<file path="src/rtl/adc_cal_pkg.sv">
// adc_cal_pkg: shared sizes, constants and FSM state type for the ADC offset calibrator
package adc_cal_pkg;
  localparam int ADC_WAYS = 8;
  localparam int ADC_BITS = 9;
  localparam int TRIM_BITS = 8;
  localparam int AVG_LOG2 = 4;
  localparam int SETTLE_SAMPLES = 8;
  localparam int MIDSCALE = 256;
  localparam int ACC_BITS = ADC_BITS + AVG_LOG2;
  localparam int CNT_BITS = 6;
  localparam int WAY_BITS = $clog2(ADC_WAYS);
  localparam int BIT_BITS = $clog2(TRIM_BITS);
  localparam logic [TRIM_BITS-1:0] TRIM_RESET = 8'h80;
  localparam logic [ACC_BITS-1:0] ACC_THRESH = ACC_BITS'(MIDSCALE << AVG_LOG2);
  typedef enum logic [2:0] {IDLE, SETTLE, ACCUM, DECIDE, NEXT_WAY, DONE} cal_state_t;
endpackage

</file>
<file path="src/rtl/adc_offset_cal_if.sv">
// adc_offset_cal_if: control, sample stream, manual trim port and trim outputs of the calibrator
interface adc_offset_cal_if;
  import adc_cal_pkg::*;
  logic start;
  logic busy;
  logic done;
  logic adc_valid;
  logic [ADC_WAYS*ADC_BITS-1:0] adc_data;
  logic cfg_wen;
  logic [WAY_BITS-1:0] cfg_way;
  logic [TRIM_BITS-1:0] cfg_trim;
  logic [ADC_WAYS*TRIM_BITS-1:0] osp;
  logic [ADC_WAYS*TRIM_BITS-1:0] osm;
  modport master(output start, adc_valid, adc_data, cfg_wen, cfg_way, cfg_trim, input busy, done, osp, osm);
  modport slave(input start, adc_valid, adc_data, cfg_wen, cfg_way, cfg_trim, output busy, done, osp, osm);
endinterface

</file>
<file path="src/rtl/adc_cal_avg.sv">
// adc_cal_avg: discards the first skip strobes after clear, then accumulates the next avg_n samples
module adc_cal_avg
  import adc_cal_pkg::*;
(
  input  logic clock,
  input  logic reset,
  input  logic clear,
  input  logic valid,
  input  logic [ADC_BITS-1:0] data,
  input  logic [CNT_BITS-1:0] skip,
  input  logic [CNT_BITS-1:0] avg_n,
  output logic [ACC_BITS-1:0] acc,
  output logic skip_done,
  output logic acc_done
);
  logic [CNT_BITS-1:0] cnt, cnt_n;
  assign cnt_n = cnt + 1'b1;
  assign skip_done = valid && cnt_n == skip;
  assign acc_done = valid && cnt_n == skip + avg_n;
  always_ff @(posedge clock) begin
    if (reset || clear) begin
      cnt <= '0;
      acc <= '0;
    end else if (valid) begin
      cnt <= cnt_n;
      if (cnt >= skip) acc <= acc + ACC_BITS'(data);
    end
  end
endmodule

</file>
<file path="src/rtl/adc_offset_cal.sv">
// adc_offset_cal: per-way SAR search of comparator offset trims driven by averaged ADC output
module adc_offset_cal
  import adc_cal_pkg::*;
(
  input logic clock,
  input logic reset,
  adc_offset_cal_if.slave bus
);
  cal_state_t state, state_n;
  logic [WAY_BITS-1:0] way;
  logic [BIT_BITS-1:0] bit_idx;
  logic [TRIM_BITS-1:0] trim [ADC_WAYS];
  logic [ACC_BITS-1:0] acc;
  logic skip_done, acc_done, avg_clear, last_way;
  assign last_way = way == WAY_BITS'(ADC_WAYS - 1);
  assign avg_clear = state != SETTLE && state != ACCUM;
  adc_cal_avg u_avg (
    .clock(clock),
    .reset(reset),
    .clear(avg_clear),
    .valid(bus.adc_valid),
    .data(bus.adc_data[way*ADC_BITS +: ADC_BITS]),
    .skip(CNT_BITS'(SETTLE_SAMPLES)),
    .avg_n(CNT_BITS'(1 << AVG_LOG2)),
    .acc(acc),
    .skip_done(skip_done),
    .acc_done(acc_done)
  );
  always_comb begin
    state_n = state;
    case (state)
      IDLE: state_n = bus.start ? SETTLE : IDLE;
      SETTLE: state_n = skip_done ? ACCUM : SETTLE;
      ACCUM: state_n = acc_done ? DECIDE : ACCUM;
      DECIDE: state_n = bit_idx == '0 ? NEXT_WAY : SETTLE;
      NEXT_WAY: state_n = last_way ? DONE : SETTLE;
      default: state_n = IDLE;
    endcase
  end
  always_ff @(posedge clock) begin
    if (reset) begin
      state <= IDLE;
      way <= '0;
      bit_idx <= '0;
      for (int i = 0; i < ADC_WAYS; i++) trim[i] <= TRIM_RESET;
    end else begin
      state <= state_n;
      case (state)
        IDLE: begin
          if (bus.start) begin
            way <= '0;
            bit_idx <= BIT_BITS'(TRIM_BITS - 1);
            trim[0] <= TRIM_RESET;
          end else if (bus.cfg_wen) begin
            trim[bus.cfg_way] <= bus.cfg_trim;
          end
        end
        DECIDE: begin
          if (acc > ACC_THRESH) trim[way][bit_idx] <= 1'b0;
          if (bit_idx != '0) begin
            trim[way][bit_idx - 1'b1] <= 1'b1;
            bit_idx <= bit_idx - 1'b1;
          end
        end
        NEXT_WAY: begin
          if (!last_way) begin
            way <= way + 1'b1;
            bit_idx <= BIT_BITS'(TRIM_BITS - 1);
            trim[way + 1'b1] <= TRIM_RESET;
          end
        end
        default: ;
      endcase
    end
  end
  assign bus.busy = state != IDLE && state != DONE;
  assign bus.done = state == DONE;
  for (genvar i = 0; i < ADC_WAYS; i++) begin : g_trim
    assign bus.osp[i*TRIM_BITS +: TRIM_BITS] = trim[i];
    assign bus.osm[i*TRIM_BITS +: TRIM_BITS] = ~trim[i];
  end
endmodule

</file>
<file path="src/flat_wrapper.sv">
// flat-port wrapper written by rule: the top's interface ports become plain ports
module adc_offset_cal_flat import adc_cal_pkg::*;
  (clock, reset, bus_start, bus_adc_valid, bus_adc_data, bus_cfg_wen, bus_cfg_way, bus_cfg_trim, bus_busy, bus_done, bus_osp, bus_osm);
  adc_offset_cal_if bus_i ();
  input logic clock;
  input logic reset;
  input wire logic [$bits(bus_i.start)-1:0] bus_start;
  input wire logic [$bits(bus_i.adc_valid)-1:0] bus_adc_valid;
  input wire logic [$bits(bus_i.adc_data)-1:0] bus_adc_data;
  input wire logic [$bits(bus_i.cfg_wen)-1:0] bus_cfg_wen;
  input wire logic [$bits(bus_i.cfg_way)-1:0] bus_cfg_way;
  input wire logic [$bits(bus_i.cfg_trim)-1:0] bus_cfg_trim;
  output wire logic [$bits(bus_i.busy)-1:0] bus_busy;
  output wire logic [$bits(bus_i.done)-1:0] bus_done;
  output wire logic [$bits(bus_i.osp)-1:0] bus_osp;
  output wire logic [$bits(bus_i.osm)-1:0] bus_osm;
  assign bus_i.start = bus_start;
  assign bus_i.adc_valid = bus_adc_valid;
  assign bus_i.adc_data = bus_adc_data;
  assign bus_i.cfg_wen = bus_cfg_wen;
  assign bus_i.cfg_way = bus_cfg_way;
  assign bus_i.cfg_trim = bus_cfg_trim;
  assign bus_busy = bus_i.busy;
  assign bus_done = bus_i.done;
  assign bus_osp = bus_i.osp;
  assign bus_osm = bus_i.osm;
  adc_offset_cal u_core (.clock(clock), .reset(reset), .bus(bus_i));
endmodule
</file>
<file path="config.mk">
export PLATFORM = sky130hd
export DESIGN_NAME = adc_offset_cal_flat
export DESIGN_NICKNAME = d
export VERILOG_FILES = /design/src/rtl/adc_cal_pkg.sv /design/src/rtl/adc_offset_cal_if.sv /design/src/rtl/adc_cal_avg.sv /design/src/rtl/adc_offset_cal.sv /design/src/flat_wrapper.sv
export SDC_FILE = /design/constraint.sdc
export NUM_CORES = 1
export LEC_CHECK = 0
export CAP_MARGIN = 20
export CORE_MARGIN = 4
export CORE_UTILIZATION = 51
export CTS_BUF_LIST = sky130_fd_sc_hd__clkbuf_4 sky130_fd_sc_hd__clkbuf_8
export CTS_CLUSTER_SIZE = 30
export DETAILED_ROUTE_END_ITERATION = 7
export PLACE_DENSITY = 0.95
export SETUP_SLACK_MARGIN = 0.02
export SKIP_LAST_GASP = 1
export SYNTH_ARGS = -nofsm -noshare
export SYNTH_HDL_FRONTEND = slang
export SYNTH_SLANG_ARGS = --single-unit
</file>
<file path="constraint.sdc">
create_clock -name clock -period 5.69 [get_ports clock]
set_input_delay 1.138 -clock clock [delete_from_list [all_inputs] [get_ports clock]]
set_output_delay 1.138 -clock clock [all_outputs]
set_load 0.05 [all_outputs]
</file>
# Yosys cells after proc, flatten, opt, wreduce, memory -nomap -nowiden
# Memory sizes are Yosys's and may differ from the RTL's.
# Index checks and enable logic that the tools add are counted.
[word_totals]
ff_bits = 28
ramBits = 64
in_bits = 88
output_inout_bits = 130
wordCells = 126
memories = 1
[classes]
addsub = 4
multipliers = 1
order_cmp = 6
eq_ne = 14
shifts = 1
mux = 58
bitwise_logic = 17
n_reduce_logical = 19
[memory_table]
columns = ["memory", "depth", "width", "rd", "rd_clocked_by_memory_dff", "write_ports", "line", "source"]
rows = [
  ["u_core.trim", 8, 8, 8, 0, 8, "adc_offset_cal.sv:12", "logic [TRIM_BITS-1:0] trim [ADC_WAYS];"],
]
[op_table]
columns = ["cell", "count"]
rows = [
  ["indexed part select 72 x 8 -> 9 bit", 1],
  ["two-way mux 8 bit", 8],
  ["inverter 8 bit", 8],
  ["two-way mux 1 bit", 34],
  ["two-way mux 3 bit", 10],
  ["OR reduction 8 bit", 3],
  ["case mux 3 bit (5 select lines)", 1],
  ["adder 13 x 9 -> 13 bit", 1],
  ["greater-than comparator 13 bit, second input constant", 1],
  ["== test 3 bit, second input constant", 3],
  ["OR 1 bit", 9],
  ["case mux 3 bit (3 select lines)", 1],
  ["nonzero test 3 bit", 3],
  ["< comparator 3 x 4 -> 1 bit, second input constant", 2],
  ["multiplier 3 x 4 -> 7 bit, second input constant", 1],
  ["adder 6 x 1 -> 6 bit, second input constant", 1],
  ["demux 1 bit (select 3 bit)", 2],
  ["== test 3 x 2 -> 1 bit, second input constant", 2],
  ["== test 6 x 4 -> 1 bit, second input constant", 1],
  ["== test 6 x 5 -> 1 bit, second input constant", 1],
  ["greater-or-equal comparator 3 x 1 -> 1 bit, second input constant", 2],
  ["greater-or-equal comparator 6 x 4 -> 1 bit, second input constant", 1],
  ["logical AND 1 bit", 6],
  ["logical NOT 3 bit", 2],
  ["15 further kinds", 16],
]

# Logic depth before layout (Yosys ltp)
[depth]
word_depth = 10
mapped_depth = 12
ltp_nobuf = 11

# By module
# Synthesis repeated with hierarchy kept, for this count alone.
[unflattened]
hier_cells = 692
hier_area_um2 = 6880.3
[by_module_without_submodules]
columns = ["mod", "n_inst", "cells_per_inst", "area_per_inst_um2", "seq_area_each_um2"]
rows = [
  ["adc_offset_cal", 1, 509, 5291.3, 2102.0],
  ["adc_cal_avg", 1, 183, 1589.0, 380.4],
]

# Worst setup path before layout
# Ideal clock, no wire load.
[synth_path]
path_kind = "input to register"
startpoint = "in bus_adc_data[63]"
endpoint = "reg u_core.u_avg.acc[8]"
setup_ns = 0.063
arrival_time_ns = 3.539
required_ns = 5.627
slack_ns = 2.088
cell_stages = 11
n_path_buf = 0
cell_sequence = "mux4_2 mux2_2 ha_1 inv_1 fa_1 nor2b_1 o21ai_0 a21boi_0 o211a_1 or4b_2 nand3_1"
[synth_between]
elab_chain_cells = 2
[synth_rtl]
columns = ["element", "line", "source"]
rows = [
  ["from (decl)", "flat_wrapper.sv:9", "input wire logic [$bits(bus_i.adc_data)-1:0] bus_adc_data;"],
  ["indexed part select 72 x 8 -> 9 bit", "adc_offset_cal.sv:22", ".data(bus.adc_data[way*ADC_BITS +: ADC_BITS]),"],
  ["adder 13 x 9 -> 13 bit", "adc_cal_avg.sv:26", "if (cnt >= skip) acc <= acc + ACC_BITS'(data);"],
  ["to (signal assigned)", "adc_cal_avg.sv:26", ""],
  ["to (decl)", "adc_cal_avg.sv:12", "output logic [ACC_BITS-1:0] acc,"],
]
# No other way between the ends.
# A chain may end at the register's enable or synchronous reset.

==> flow_metrics.tcl <==
set metrics [dict create \
    synthXorXnorAreaFrac_pct 2.013 \
    grt_max_degree 38 \
    synthSimpleGateAreaFrac_pct 19.47 \
    finalNetCount 945 \
    cpMaxStageDelayCell "a311oi_1" \
    multiInputGateArea_um2 3098 \
    critical_path_class "input pin to flop" \
    rsz0062_at_grt "no" \
    routed_wl_um 18800 \
    cts_hold_buf 0 \
    start_kind "input pin" \
    drt_first_pass_iters 5 \
    crit_chain "clkdlybuf4s50_1, buf_4, inv_1, o211ai_1, inv_1, a311oi_1, nor2_1, a21o_1" \
    fill_cells 813 \
    period_share_pct 75.62 \
    track_usage_pct 27.00 \
    clk_pin_slew_worst_paths_ns 0.10 \
    start_util_pct 52.68 \
    status "completed" \
    finalNonFillerCells 987 \
    syn_nets 755 \
    drv_cap 0 \
    worst_pin_slew_ns 1.181 \
    max_stage_delay_ns 0.84 \
    skew_ns 0.01906 \
    synth_compound_area_share_pct 17.29 \
    utilization_pct 73.13 \
    synth_edf_count 64 \
    die_width_um 117.3 \
    drive_gt1_share_pct 8.412 \
    drc 0 \
    core-area_um2 11560 \
    fin_area_um2 8457 \
    vias_per_cell 5.995 \
    ant_nets 0 \
    io_buffers 217 \
    dp.cells 972 \
    worstPathRequired_ns 5.85 \
    synth.area.mux_share_pct 8.462 \
    cp-end-kind "flop" \
    cts_root_buf "clkbuf_8" \
    setup_slack_ns 1.387 \
    postPlaceCellArea_um2 8262 \
    hold_class "flop to flop" \
    cts-resized-gates 0 \
    min_period_ns 4.303 \
    powerDensity_nw_per_um2 192.3 \
    dieHeight_um 117.3 \
    crit_path_frequent_cell "inv_1" \
    synthToLayoutAreaGrowth_pct 38.82 \
    place_hpwl_um 14380 \
    clock-sinks 92 \
    crit_fanout 37 \
    overflow 0 \
    grt_pass1_wl_um 28800 \
    async_flop_share_pct 0 \
    clock_latency_ns 0.38 \
    synthCells 650 \
    synth-adder-area-share_pct 3.615 \
    antenna_cells 0 \
    cts_inserted_buffers 9 \
    yosysUniqueCellTypes 68 \
    relSlewSlack_pct 20.90 \
    io_pins 218 \
    ir_drop_mv 0.1519 \
    gp_congestion 0.9586 \
    post_cts_buffers 0 \
    vias 5917 \
    die-area_um2 13760 \
    synth_top_family_by_area "simple AND/OR/NAND/NOR gates" \
    synth_warnings 0 \
    ys.flop_type "edfxtp_1" \
    clockBufferDepth 2 \
    synth_seq_cells 92 \
    final_common_cell "clkdlybuf4s50_1" \
    crit_arrival_ns 4.46 \
    max_freq_ghz 0.2324 \
    grt_pass1_vias 5690 \
    place_ws_ns 1.122 \
    drtIter0Drc 529 \
    htreeDepth 3 \
    slew_viol_final 0 \
    layout_common_cells "217 x clkdlybuf4s50_1, 80 x inv_1, 64 x edfxtp_1" \
    syn_avg_cell_area_um2 9.372 \
    power.leakage_nw 3.176 \
    wl_per_cell_um 19.05 \
    hold_viol 0 \
    antenna_found_initial 0 \
    rows 39 \
    yosysSeqAreaShare_pct 40.75 \
    tritoncts "built" \
    seq_area_um2 2482 \
    tns_ns 0 \
    setup_viol 0 \
    syn_area_um2 6092 \
]
==> metal layers <==
metal | GRT usage [%] | vias to the layer above | part of all wire (%) | wire (µm)
li1 | - | 2707 | - | -
met1 | 32.39 | 2745 | 36 | 6775
met2 | 48.04 | 410 | 51 | 9616
met3 | 5.501 | 55 | 10 | 1932
met4 | 9.404 | 0 | 2.5 | 476
met5 | 0 | - | 0 | 0
==> cells by family after synthesis <==
| logic type | after synthesis |
|---|---|
| flip-flops | 92 |
| AO/OA/AOI/OAI | 151 |
| adder cells (fa/ha/maj) | 17 |
| multiplexers | 28 |
| XOR/XNOR | 14 |
| AND/OR/NAND/NOR | 226 |
| buffers and inverters | 122 |
==> cells in the mapped netlist, drive strengths merged, types with 7 or more instances <==
cell,number,area [µm²]
o31ai,12,103.9
o21bai,7,52.55
o211ai,9,108.9
mux2,8,90.09
ha,16,200.2
nor2b,8,52.55
nor2,54,205.2
inv,80,300.3
mux4,18,405.4
nor4,9,56.30
nor3,43,266.5
or3,8,50.05
nor3b,9,67.56
nand2b,8,57.55
buf,24,143.9
dfxtp,28,560.5
nand2,50,192.7
edfxtp,64,1922
nand4,8,50.05
xor2,10,87.58
clkbuf,18,67.56
nand3,14,70.07
a21oi,22,110.1
o21ai,51,259.0
a21o,24,180.2
==> state kept, by name, summed over array words and instances, names as in the netlist <==
| name | flops |
|---|---|
| u_core.bit_idx | 3 |
| u_core.way | 3 |
| u_core.trim | 64 |
| u_core.state | 3 |
| u_core.u_avg.cnt | 6 |
| u_core.u_avg.acc | 13 |
==> path summary, 6_finish.rpt <==
path                                           from                  end  slack [ns]  depth (start not counted)
worst min-delay path            u_core.u_avg.acc[5]  u_core.u_avg.acc[5]        0.50                          2
worst min register to register  u_core.u_avg.acc[5]  u_core.u_avg.acc[5]        0.50                          2
worst max-delay path                          reset    u_core.trim[1][7]        1.39                          8
worst max register to register        u_core.way[1]    u_core.trim[4][7]        1.75                          7
==> worst max-delay path: cells and delay by family <==
kind,cells,cell delay (ns)
compound gates,3,1.50
buf+inv,4,1.59
simple gates,1,0.22
==> per-stage QoR <==
stage	hold WS, ns	power, mW
finish	0.4986	1.626
global route	0.5018	1.676
CTS	0.4866	1.625
detailed placement	0.4739	1.185
global placement	0.4627	1.177
floorplan	0.4491	1.018
==> cell type report <==
| type | instances | share of cell area [%] |
|---|---|---|
| sequential | 92 | 29.35 |
| timing repair buffer | 221 | 26.04 |
| clock buffer | 9 | 1.465 |
| multi-input combinational | 436 | 36.63 |
| clock inverter | 6 | 0.8433 |
| inverter | 80 | 3.551 |
| tap | 143 | 2.116 |
==> report_power, final <==
group | switching (mW) | internal (mW) | total [mW] | leakage [nW]
Clock | 0.249 | 0.204 | 0.453 | 0.0923
Sequential | 0.0186 | 0.735 | 0.754 | 0.860
Combinational | 0.258 | 0.161 | 0.419 | 2.22
Note: power is estimated with default switching activity, not from simulation.
